==> src/rtl/dma_tcq_arbiter.sv <==
// rtl/dma_tcq_arbiter.sv - round-robin merge of per-channel PCIe read requests with tag widening and completion routing
module dma_tcq_arbiter #(
  parameter int CHANNELS         = 2,
  parameter int CH_BITS          = 1,
  parameter int RAM_ADDR_WIDTH   = 18,
  parameter int BUS_ADDR_WIDTH   = 32,
  parameter int REQUEST_LEN_BITS = 12,
  parameter int DATA_BITS        = 3,
  parameter int PCIE_TAG_BITS    = 4,
  parameter int MAX_OUTST        = 8
) (
  input  logic                                                 clk,
  input  logic                                                 rst_n,
  input  logic [CHANNELS-1:0]                                  cfg_ch_en,
  input  logic [CHANNELS-1:0]                                  s_tcq_valid,
  output logic [CHANNELS-1:0]                                  s_tcq_ready,
  input  logic [CHANNELS*(RAM_ADDR_WIDTH-DATA_BITS)-1:0]       s_tcq_laddr,
  input  logic [CHANNELS*(BUS_ADDR_WIDTH-DATA_BITS)-1:0]       s_tcq_raddr,
  input  logic [CHANNELS*(REQUEST_LEN_BITS-DATA_BITS)-1:0]     s_tcq_length,
  input  logic [CHANNELS*PCIE_TAG_BITS-1:0]                    s_tcq_tag,
  output logic                                                 m_tcq_valid,
  input  logic                                                 m_tcq_ready,
  output logic [RAM_ADDR_WIDTH-DATA_BITS-1:0]                  m_tcq_laddr,
  output logic [BUS_ADDR_WIDTH-DATA_BITS-1:0]                  m_tcq_raddr,
  output logic [REQUEST_LEN_BITS-DATA_BITS-1:0]                m_tcq_length,
  output logic [CH_BITS+PCIE_TAG_BITS-1:0]                     m_tcq_tag,
  input  logic                                                 s_cpl_valid,
  output logic                                                 s_cpl_ready,
  input  logic [CH_BITS+PCIE_TAG_BITS-1:0]                     s_cpl_tag,
  output logic [CHANNELS-1:0]                                  m_cpl_valid,
  input  logic [CHANNELS-1:0]                                  m_cpl_ready,
  output logic [PCIE_TAG_BITS-1:0]                             m_cpl_tag,
  output logic                                                 busy,
  output logic                                                 err_underflow
);

  localparam int LA_W = RAM_ADDR_WIDTH - DATA_BITS;
  localparam int RA_W = BUS_ADDR_WIDTH - DATA_BITS;
  localparam int LN_W = REQUEST_LEN_BITS - DATA_BITS;
  localparam int GT_W = CH_BITS + PCIE_TAG_BITS;
  localparam int OW   = $clog2(MAX_OUTST + 1);

  // Registered state
  logic                     m_valid_q, m_valid_d;
  logic [LA_W-1:0]          m_laddr_q, m_laddr_d;
  logic [RA_W-1:0]          m_raddr_q, m_raddr_d;
  logic [LN_W-1:0]          m_len_q, m_len_d;
  logic [GT_W-1:0]          m_tag_q, m_tag_d;
  logic [CH_BITS-1:0]       rr_ptr_q, rr_ptr_d;
  logic [OW-1:0]            outst_q [CHANNELS];
  logic [OW-1:0]            outst_d [CHANNELS];
  logic                     err_q, err_d;
  logic                     busy_q, busy_d;

  // Combinational helpers
  logic [CHANNELS-1:0]      eligible;
  logic                     grant_any;
  logic [CH_BITS-1:0]       grant_idx;
  logic                     can_load;
  logic                     do_grant;
  logic [CH_BITS-1:0]       cpl_ch;
  logic                     cpl_fire;

  // A channel may compete only if it is requesting, enabled, and below its in-flight cap
  always_comb begin
    eligible = '0;
    for (int i = 0; i < CHANNELS; i++) begin
      eligible[i] = s_tcq_valid[i] && cfg_ch_en[i] && (outst_q[i] < OW'(MAX_OUTST));
    end
  end

  // Round-robin search: walk offsets from the far end so the nearest eligible channel to rr_ptr wins
  always_comb begin
    logic [CH_BITS-1:0] idx;
    idx       = '0;
    grant_any = 1'b0;
    grant_idx = '0;
    for (int k = CHANNELS - 1; k >= 0; k--) begin
      idx = rr_ptr_q + CH_BITS'(k);
      if (eligible[idx]) begin
        grant_any = 1'b1;
        grant_idx = idx;
      end
    end
  end

  // Grant qualification; rst_n gating keeps ready low while reset is held even though it is combinational
  always_comb begin
    can_load = !m_valid_q || m_tcq_ready;
    do_grant = can_load && grant_any && rst_n;
    s_tcq_ready = '0;
    for (int i = 0; i < CHANNELS; i++) begin
      s_tcq_ready[i] = do_grant && (grant_idx == CH_BITS'(i));
    end
  end

  // Completion routing: upper tag bits select the owning channel, lower bits go back as its local tag
  always_comb begin
    cpl_ch      = s_cpl_tag[GT_W-1 -: CH_BITS];
    m_cpl_tag   = s_cpl_tag[PCIE_TAG_BITS-1:0];
    s_cpl_ready = m_cpl_ready[cpl_ch];
    cpl_fire    = s_cpl_valid && s_cpl_ready;
    m_cpl_valid = '0;
    for (int i = 0; i < CHANNELS; i++) begin
      m_cpl_valid[i] = s_cpl_valid && (cpl_ch == CH_BITS'(i));
    end
  end

  // Output register next state: load on grant, otherwise drain when accepted, otherwise hold
  always_comb begin
    m_valid_d = m_valid_q;
    m_laddr_d = m_laddr_q;
    m_raddr_d = m_raddr_q;
    m_len_d   = m_len_q;
    m_tag_d   = m_tag_q;
    rr_ptr_d  = rr_ptr_q;
    if (do_grant) begin
      m_valid_d = 1'b1;
      rr_ptr_d  = grant_idx + CH_BITS'(1);
      for (int i = 0; i < CHANNELS; i++) begin
        if (grant_idx == CH_BITS'(i)) begin
          m_laddr_d = s_tcq_laddr[i*LA_W +: LA_W];
          m_raddr_d = s_tcq_raddr[i*RA_W +: RA_W];
          m_len_d   = s_tcq_length[i*LN_W +: LN_W];
          m_tag_d   = {grant_idx, s_tcq_tag[i*PCIE_TAG_BITS +: PCIE_TAG_BITS]};
        end
      end
    end else if (m_tcq_ready) begin
      m_valid_d = 1'b0;
    end
  end

  // Outstanding counters: grant and completion in the same cycle cancel; a completion at zero saturates and flags underflow
  always_comb begin
    logic inc;
    logic dec;
    logic any_outst;
    inc       = 1'b0;
    dec       = 1'b0;
    any_outst = 1'b0;
    err_d     = err_q;
    for (int i = 0; i < CHANNELS; i++) begin
      inc        = do_grant && (grant_idx == CH_BITS'(i));
      dec        = cpl_fire && (cpl_ch == CH_BITS'(i));
      outst_d[i] = outst_q[i];
      if (inc && !dec) begin
        outst_d[i] = outst_q[i] + OW'(1);
      end else if (dec && !inc) begin
        if (outst_q[i] == '0) begin
          err_d = 1'b1;
        end else begin
          outst_d[i] = outst_q[i] - OW'(1);
        end
      end
      if (outst_d[i] != '0) begin
        any_outst = 1'b1;
      end
    end
    busy_d = m_valid_d || any_outst;
  end

  // State register with asynchronous active-low reset
  always_ff @(posedge clk or negedge rst_n) begin
    if (!rst_n) begin
      m_valid_q <= 1'b0;
      m_laddr_q <= '0;
      m_raddr_q <= '0;
      m_len_q   <= '0;
      m_tag_q   <= '0;
      rr_ptr_q  <= '0;
      err_q     <= 1'b0;
      busy_q    <= 1'b0;
      for (int i = 0; i < CHANNELS; i++) begin
        outst_q[i] <= '0;
      end
    end else begin
      m_valid_q <= m_valid_d;
      m_laddr_q <= m_laddr_d;
      m_raddr_q <= m_raddr_d;
      m_len_q   <= m_len_d;
      m_tag_q   <= m_tag_d;
      rr_ptr_q  <= rr_ptr_d;
      err_q     <= err_d;
      busy_q    <= busy_d;
      for (int i = 0; i < CHANNELS; i++) begin
        outst_q[i] <= outst_d[i];
      end
    end
  end

  assign m_tcq_valid   = m_valid_q;
  assign m_tcq_laddr   = m_laddr_q;
  assign m_tcq_raddr   = m_raddr_q;
  assign m_tcq_length  = m_len_q;
  assign m_tcq_tag     = m_tag_q;
  assign busy          = busy_q;
  assign err_underflow = err_q;

endmodule

==> config.mk <==
export PLATFORM = sky130hd
export DESIGN_NAME = dma_tcq_arbiter
export DESIGN_NICKNAME = d
export VERILOG_FILES = /design/src/rtl/dma_tcq_arbiter.sv
export SDC_FILE = /design/constraint.sdc
export NUM_CORES = 1
export LEC_CHECK = 0
export CORE_MARGIN = 1.5
export CORE_UTILIZATION = 37
export DETAILED_ROUTE_END_ITERATION = 16
export GPL_ROUTABILITY_DRIVEN = 0
export MAX_ROUTING_LAYER = met4
export PLACE_DENSITY = 0.8
export SLEW_MARGIN = 15
export SYNTH_ARGS = -nofsm -noshare
export SYNTH_HDL_FRONTEND = slang
export SYNTH_SLANG_ARGS = --single-unit
==> constraint.sdc <==
create_clock -name clk -period 2.8 [get_ports clk]
set_input_delay 0.42 -clock clk [delete_from_list [all_inputs] [get_ports clk]]
set_output_delay 0.42 -clock clk [all_outputs]
set_load 0.005 [all_outputs]
==> out/qor.csv, run 1 <==
stage,metric,value,unit
clocking,numCtsBuffers,9,
worst_setup_path,path_class,primary input to primary output,
floorplan,rows,34,
routing,drcViolationCount,0,
floorplan,dieArea,9350,um2
clocking,clkSinkCount,70,
timing,drv_slew,0,
worst_setup_path,crit_arrival,2.22,ns
worst_setup_path,endpoint,s_tcq_ready[1],
floorplan,io_pins,199,
clocking,cts.repair.resized,0,
final_layout,nets,618,
clocking,cts_tree,done,
floorplan,die_y,96.7,um
worst_hold_path,hold_path_class,primary input to async pin,
placement,io_buffers,190,
final_layout,area_delta_synth_final,68.4,%
worst_setup_path,worstReg2RegEnd,busy,
timing,hold_violations,0,
synthesis,synth.net_count,429,
final_layout,utilization,63.7,%
worst_setup_path,path_max_fanout,10,
final_layout,antenna_cells,0,
synthesis,syn-instance-count,296,
floorplan,start_util,37.8,%
routing,via_per_inst,5.53,
clocking,clock_latency,0.34,ns
synthesis,ys_ff_latch,70,
power_and_ir_drop,power_density,883,nW/um2
power_and_ir_drop,ir_drop,443,uV
global_routing,grt_overflow,0,
global_routing,grt_pass1_vias,3480,
routing,vias,3305,
global_routing,antenna_found_initial,0,
routing,first_pass_iters,8,
final_layout,multiInputGateArea,1160,um2
worst_setup_path,r2r_slack,0.52,ns
synthesis,avgSynthCellArea,11.0,um2
worst_setup_path,required,2.38,ns
clocking,postCtsSetupBuffers,0,
clocking,cts_buffer_depth,2,
global_routing,grt_max_degree,71,
status,status,completed,
routing,drt_wl_total,10300,um
routing,wl_per_cell,17.1,um
final_layout,fillerInstances,710,
synthesis,ys.flop_type,dfrtp_1,
synthesis,ys_types,44,
timing,maxSlewHeadroom,42.2,%
timing,skew,0.0145,ns
global_routing,grt_usage,23.1,%
worst_setup_path,timing.rr.start,outst_q[7],
clocking,cts-htree-levels,3,
synthesis,yosysWarnings,0,
floorplan,dieWidth,96.7,um
worst_setup_path,reg2reg_depth,7,
timing,tns,0,ns
floorplan,coreArea,8590,um2
worst_setup_path,crit_path_end_kind,primary output,
clocking,path_clk_slew,0.08,ns
final_layout,fin_cells,598,
worst_setup_path,worstSetupStartpointType,primary input,
timing,finalCritPeriodShare,94.3,%
worst_setup_path,crit_start,s_tcq_valid[0],
timing,worst_pin_slew,0.867,ns
timing,clock.fmax,0.379,GHz
routing,first_iter_violations,307,
timing,setup_viol,0,
placement,dpl.hpwl,7530,um
routing,ant_nets,0,
job,drv_cap,0,
power_and_ir_drop,leakage,2.61,nW
synthesis,synth_edf_count,0,
final_layout,drive_above_1_share,7.76,%
clocking,cts_root_buf,clkbuf_8,
final_layout,regArea,1750,um2
synthesis,ys_async_sr_fraction,100,%
global_routing,grt_first_pass_wirelength,17000,um
clocking,cts_hold_buf,0,
timing,fin_crit,2.64,ns
placement,placed_cells,582,
timing,rsz0062_at_grt,false,
synthesis,yosysSeqAreaShare,53.9,%
synthesis,synth_area,3250,um2
-- state kept, by name, indices dropped and copies added (netlist names), 5 cells and up --
register and cells:
m_tcq_laddr 15, outst_q 8, m_tcq_length 9, m_tcq_tag 5, m_tcq_raddr 29
-- placed cells by master (no fill, tap or decap), types with 5 or more instances in the layout --
| master | instances |
|---|---|
| inv_1 | 64 |
| nand3_1 | 5 |
| buf_4 | 12 |
| o21ai_0 | 7 |
| dfrtp_1 | 70 |
| clkdlybuf4s50_1 | 189 |
| nor2_1 | 10 |
| nand2_1 | 6 |
| clkbuf_8 | 9 |
| a222oi_1 | 57 |
-- synth_stat cells (2+ instances only) --
cell type,number,area (um2)
buf_2,2,10.0
or4_1,3,22.5
dfrtp_1,70,1750
xnor2_1,2,17.5
nand2_1,7,26.3
buf_1,5,18.8
and3_1,2,12.5
nor2_1,10,37.5
buf_4,4,30.0
o21ai_0,7,35.0
a222oi_1,57,571
nand3_1,5,25.0
nor2b_1,3,18.8
a21oi_1,3,15.0
inv_1,64,240
nand3b_4,2,40.0
and2_1,4,25.0
o22ai_1,3,18.8
ha_1,4,50.1
clkbuf_1,13,48.8
a21o_1,3,22.5
-- kinds of logic (layout without fill, tap and decap cells) --
logic type               after synthesis  in the layout  synth area share (%)
buffers and inverters                 88            282                  10.7
AO/OA/AOI/OAI                         83             83                  23.1
flip-flops                            70             70                  53.9
AND/OR/NAND/NOR                       47             47                  9.59
adder cells (fa/ha/maj)                4              4                  1.54
XOR/XNOR                               2              2                 0.539
multiplexers                           2              2                 0.655
-- worst min-delay path by stage --
stage	to	depth (start not counted)	slack [ns]
6_report	busy	2	0.30
4_1_cts	busy	2	0.35
3_5_place_dp	m_tcq_tag[4]	1	0.48
5_1_grt	m_tcq_valid	2	0.37
3_3_place_gp	m_tcq_tag[4]	1	0.46
2_1_floorplan	busy	0	0.12
-- power breakdown --
part,leakage (nW),internal [mW],switching [mW]
registers,0.864,1.51,0.373
clock network,0.0956,0.413,0.393
logic,1.65,1.34,0.795
-- metal layers --
metal / global-route usage, % / vias up / part of all wire (%)
li1: - / 1496 / -
met1: 27.1 / 1640 / 39
met2: 38.6 / 145 / 53
met3: 4.48 / 24 / 5.9
met4: 9.92 / 0 / 2.2
met5: - / - / 0
-- critical path, cell delays in order --
cell and delay (ns):
clkdlybuf4s50_1 0.46, and4bb_2 0.28, nor4_4 0.31, buf_4 0.23
clkdlybuf4s50_1 0.52
-- through the flow --
step           power (mW)  cell area [um2]  hold slack (ns)  setup slack [ns]
2_1_floorplan        2.65             3250            0.124             0.707
3_3_place_gp         3.96             5280            0.462             0.106
3_5_place_dp         4.05             5280            0.476            0.0323
4_1_cts              4.89             5470            0.352             0.158
5_1_grt              5.17             5470            0.366            0.0864
6_report             4.83             5470            0.299             0.159
-- cell type report --
class | instances | share of cell area [%]
clock buffer | 9 | 2.26
clock inverter | 7 | 1.33
inverter | 64 | 4.39
multi-input combinational | 138 | 21.2
sequential | 70 | 32.0
tap | 108 | 2.47
timing repair buffer | 202 | 36.3
No activity file was read; power rests on OpenSTA's default activity.
==> run 2: changes to the inputs <==
--- a/config.mk
+++ b/config.mk
@@ -5,12 +5,13 @@
 export SDC_FILE = /design/constraint.sdc
 export NUM_CORES = 1
 export LEC_CHECK = 0
+export ABC_CLOCK_PERIOD_IN_PS = 2200
 export CORE_MARGIN = 1.5
-export CORE_UTILIZATION = 37
+export CORE_UTILIZATION = 34
 export DETAILED_ROUTE_END_ITERATION = 16
 export GPL_ROUTABILITY_DRIVEN = 0
 export MAX_ROUTING_LAYER = met4
-export PLACE_DENSITY = 0.8
+export PLACE_DENSITY = 0.78
 export SLEW_MARGIN = 15
 export SYNTH_ARGS = -nofsm -noshare
 export SYNTH_HDL_FRONTEND = slang
==> constraint.sdc (replaced) <==
create_clock -name clk -period 2.2 [get_ports clk]
set_input_delay 0.33 -clock clk [delete_from_list [all_inputs] [get_ports clk]]
set_output_delay 0.33 -clock clk [all_outputs]
set_load 0.005 [all_outputs]
==> out/qor.csv, run 2 (synthesis results as in run 1) <==
stage,metric,value,unit,change
routing,drcViolationCount,0,,unchanged
status,status,completed,,
power_and_ir_drop,comb_power_share,45.9,%,+1.6 points
floorplan,coreArea,9240,um2,+7.5%
clocking,cts-htree-levels,3,,unchanged
floorplan,rows,35,,+2.9%
floorplan,die_y,101,um,+4.2%
power_and_ir_drop,power.switching,2.05,mW,+31%
worst_setup_path,crit_arrival,2.34,ns,+0.12 ns
floorplan,io_pins,199,,unchanged
timing,hold_violations,0,,unchanged
final_layout,utilization,62.6,%,-1.1 points
clocking,cts_buffer_depth,2,,unchanged
timing,rsz0062_at_grt,true,,
floorplan,dieArea,10200,um2,+8.6%
global_routing,antenna_found_initial,0,,unchanged
final_layout,drive_above_1_share,14.2,%,+6.4 points
final_layout,nets,642,,+3.9%
routing,wl_per_cell,16.3,um,-5.0%
final_layout,fillerInstances,753,,+6.1%
final_layout,final_cell_mix,"182 x clkdlybuf4s50_1, 67 x dfrtp_1, 64 x inv_1",,
final_layout,largest_reg_flops,29,,unchanged
clocking,cts_tree,done,,
routing,via_per_inst,5.19,,-6.0%
timing,tns,0,ns,unchanged
worst_setup_path,path_max_fanout,6,,-4
power_and_ir_drop,leakage,2.80,nW,+7.3%
clocking,path_clk_slew,0.08,ns,about the same
floorplan,dieWidth,101,um,+4.2%
routing,ant_nets,0,,unchanged
clocking,clkSinkCount,70,,unchanged
clocking,numCtsBuffers,9,,unchanged
power_and_ir_drop,power_density,1110,nW/um2,+25%
power_and_ir_drop,seq_power_share,37.4,%,-1.7 points
timing,finalCritPeriodShare,97.2,%,
timing,maxSlewHeadroom,42.7,%,+0.56 points
timing,fin_crit,2.14,ns,
timing,drv_slew,0,,unchanged
timing,holdWs,0.261,ns,-0.0383 ns
worst_hold_path,hold_path_class,primary input to async pin,,
power_and_ir_drop,swShare,32.1,%,-0.22 points
final_layout,area_delta_synth_final,78.0,%,
power_and_ir_drop,intPower,4.34,mW,+33%
clocking,clock_latency,0.33,ns,about the same
final_layout,final_common_cell,clkdlybuf4s50_1,,
worst_setup_path,worstSetupStartpointType,flop,,
routing,drt_wl_total,10500,um,+2.2%
final_layout,antenna_cells,0,,unchanged
global_routing,grt_overflow,0,,unchanged
worst_setup_path,required,2.40,ns,+0.02 ns
timing,setup_viol,0,,unchanged
job,drv_cap,0,,unchanged
timing,clock.fmax,0.468,GHz,
placement,dpl.hpwl,7560,um,+0.38%
floorplan,start_util,35.2,%,-2.6 points
placement,io_buffers,190,,unchanged
timing,worst_pin_slew,0.859,ns,-0.00837 ns
global_routing,grt_first_pass_wirelength,16400,um,-3.9%
clocking,cts_root_buf,clkbuf_8,,
worst_setup_path,path_class,flop to flop,,
routing,first_pass_iters,9,,+1
global_routing,grt_pass1_vias,3355,,-3.6%
worst_setup_path,crit_path_end_kind,flop,,
routing,first_iter_violations,338,,+10%
routing,vias,3340,,+1.1%
global_routing,grt_usage,21.2,%,-1.9 points
timing,skew,0.0102,ns,-0.00437 ns
global_routing,grt_max_degree,71,,unchanged
power_and_ir_drop,ir_drop,513,uV,+16%
power_and_ir_drop,clkPwrFrac,16.7,%,about the same
[run 2: layer usage]
metal | up-vias | GRT usage, % | part of all wire [%]
met3 | 13 | 3.19 | 5.8
li1 | 1545 | - | -
met1 | 1626 | 25.6 | 39
met2 | 156 | 36.3 | 54
met5 | - | - | 0
met4 | 0 | 6.83 | 1.2
[run 2: final timing paths]
| check | from | endpoint | slack [ns] | cells after the start |
|---|---|---|---|---|
| min in group clk | rst_n | m_tcq_valid | 0.30 | 2 |
| max in group asynchronous | rst_n | outst_q[4] | 1.32 | 2 |
| min | rst_n | m_tcq_length[1] | 0.26 | 2 |
| max reg2reg | outst_q[4] | busy | 0.06 | 5 |
| max | outst_q[4] | busy | 0.06 | 5 |
| min reg2reg | m_tcq_tag[4] | m_tcq_tag[4] | 0.49 | 1 |
[run 2: repair_timing]
action,in CTS,in global routing
buffers inserted,3,2
setup endpoints to repair,3,16
pin swaps,2,6
hold buffers,0,0
hold endpoints to repair,0,0
resized for setup,8,18
cloned,0,0
[run 2: layout make-up]
| type | count | area [um2] | area share (%) |
|---|---|---|---|
| clock buffer | 10 | 138 | 2.38 |
| clock inverter | 6 | 68.8 | 1.19 |
| inverter | 64 | 240 | 4.15 |
| sequential | 70 | 1760 | 30.4 |
| timing repair buffer | 226 | 2210 | 38.1 |
| multi-input combinational | 138 | 1210 | 21.0 |
| tap | 129 | 161 | 2.79 |
[run 2: stage by stage]
step | area [um2] | cells | setup slack [ns] | total power, mW
floorplan | 3250 | 296 | 0.121 | 3.37
global placement | 5470 | 622 | -0.384 | 5.17
CTS | 5710 | 641 | 0.00538 | 6.38
finish | 5780 | 643 | 0.0619 | 6.39
detailed placement | 5470 | 622 | -0.490 | 5.25
global route | 5780 | 643 | -0.0292 | 6.84
[run 2: power by group through the flow]
stage	sequential, mW	combinational [mW]	clock, mW
floorplan	2.37	1.01	0
global placement	2.35	2.82	0
detailed placement	2.37	2.89	0
CTS	2.37	2.91	1.10
global route	2.46	3.21	1.17
finish	2.39	2.94	1.07
[run 2: critical path: stages, from the launching register on]
cell and delay, ns:
dfrtp_2 0.45, or4_4 0.55, nand2_1 0.10, o211ai_2 0.09, or3_1 0.36, or4_1 0.47
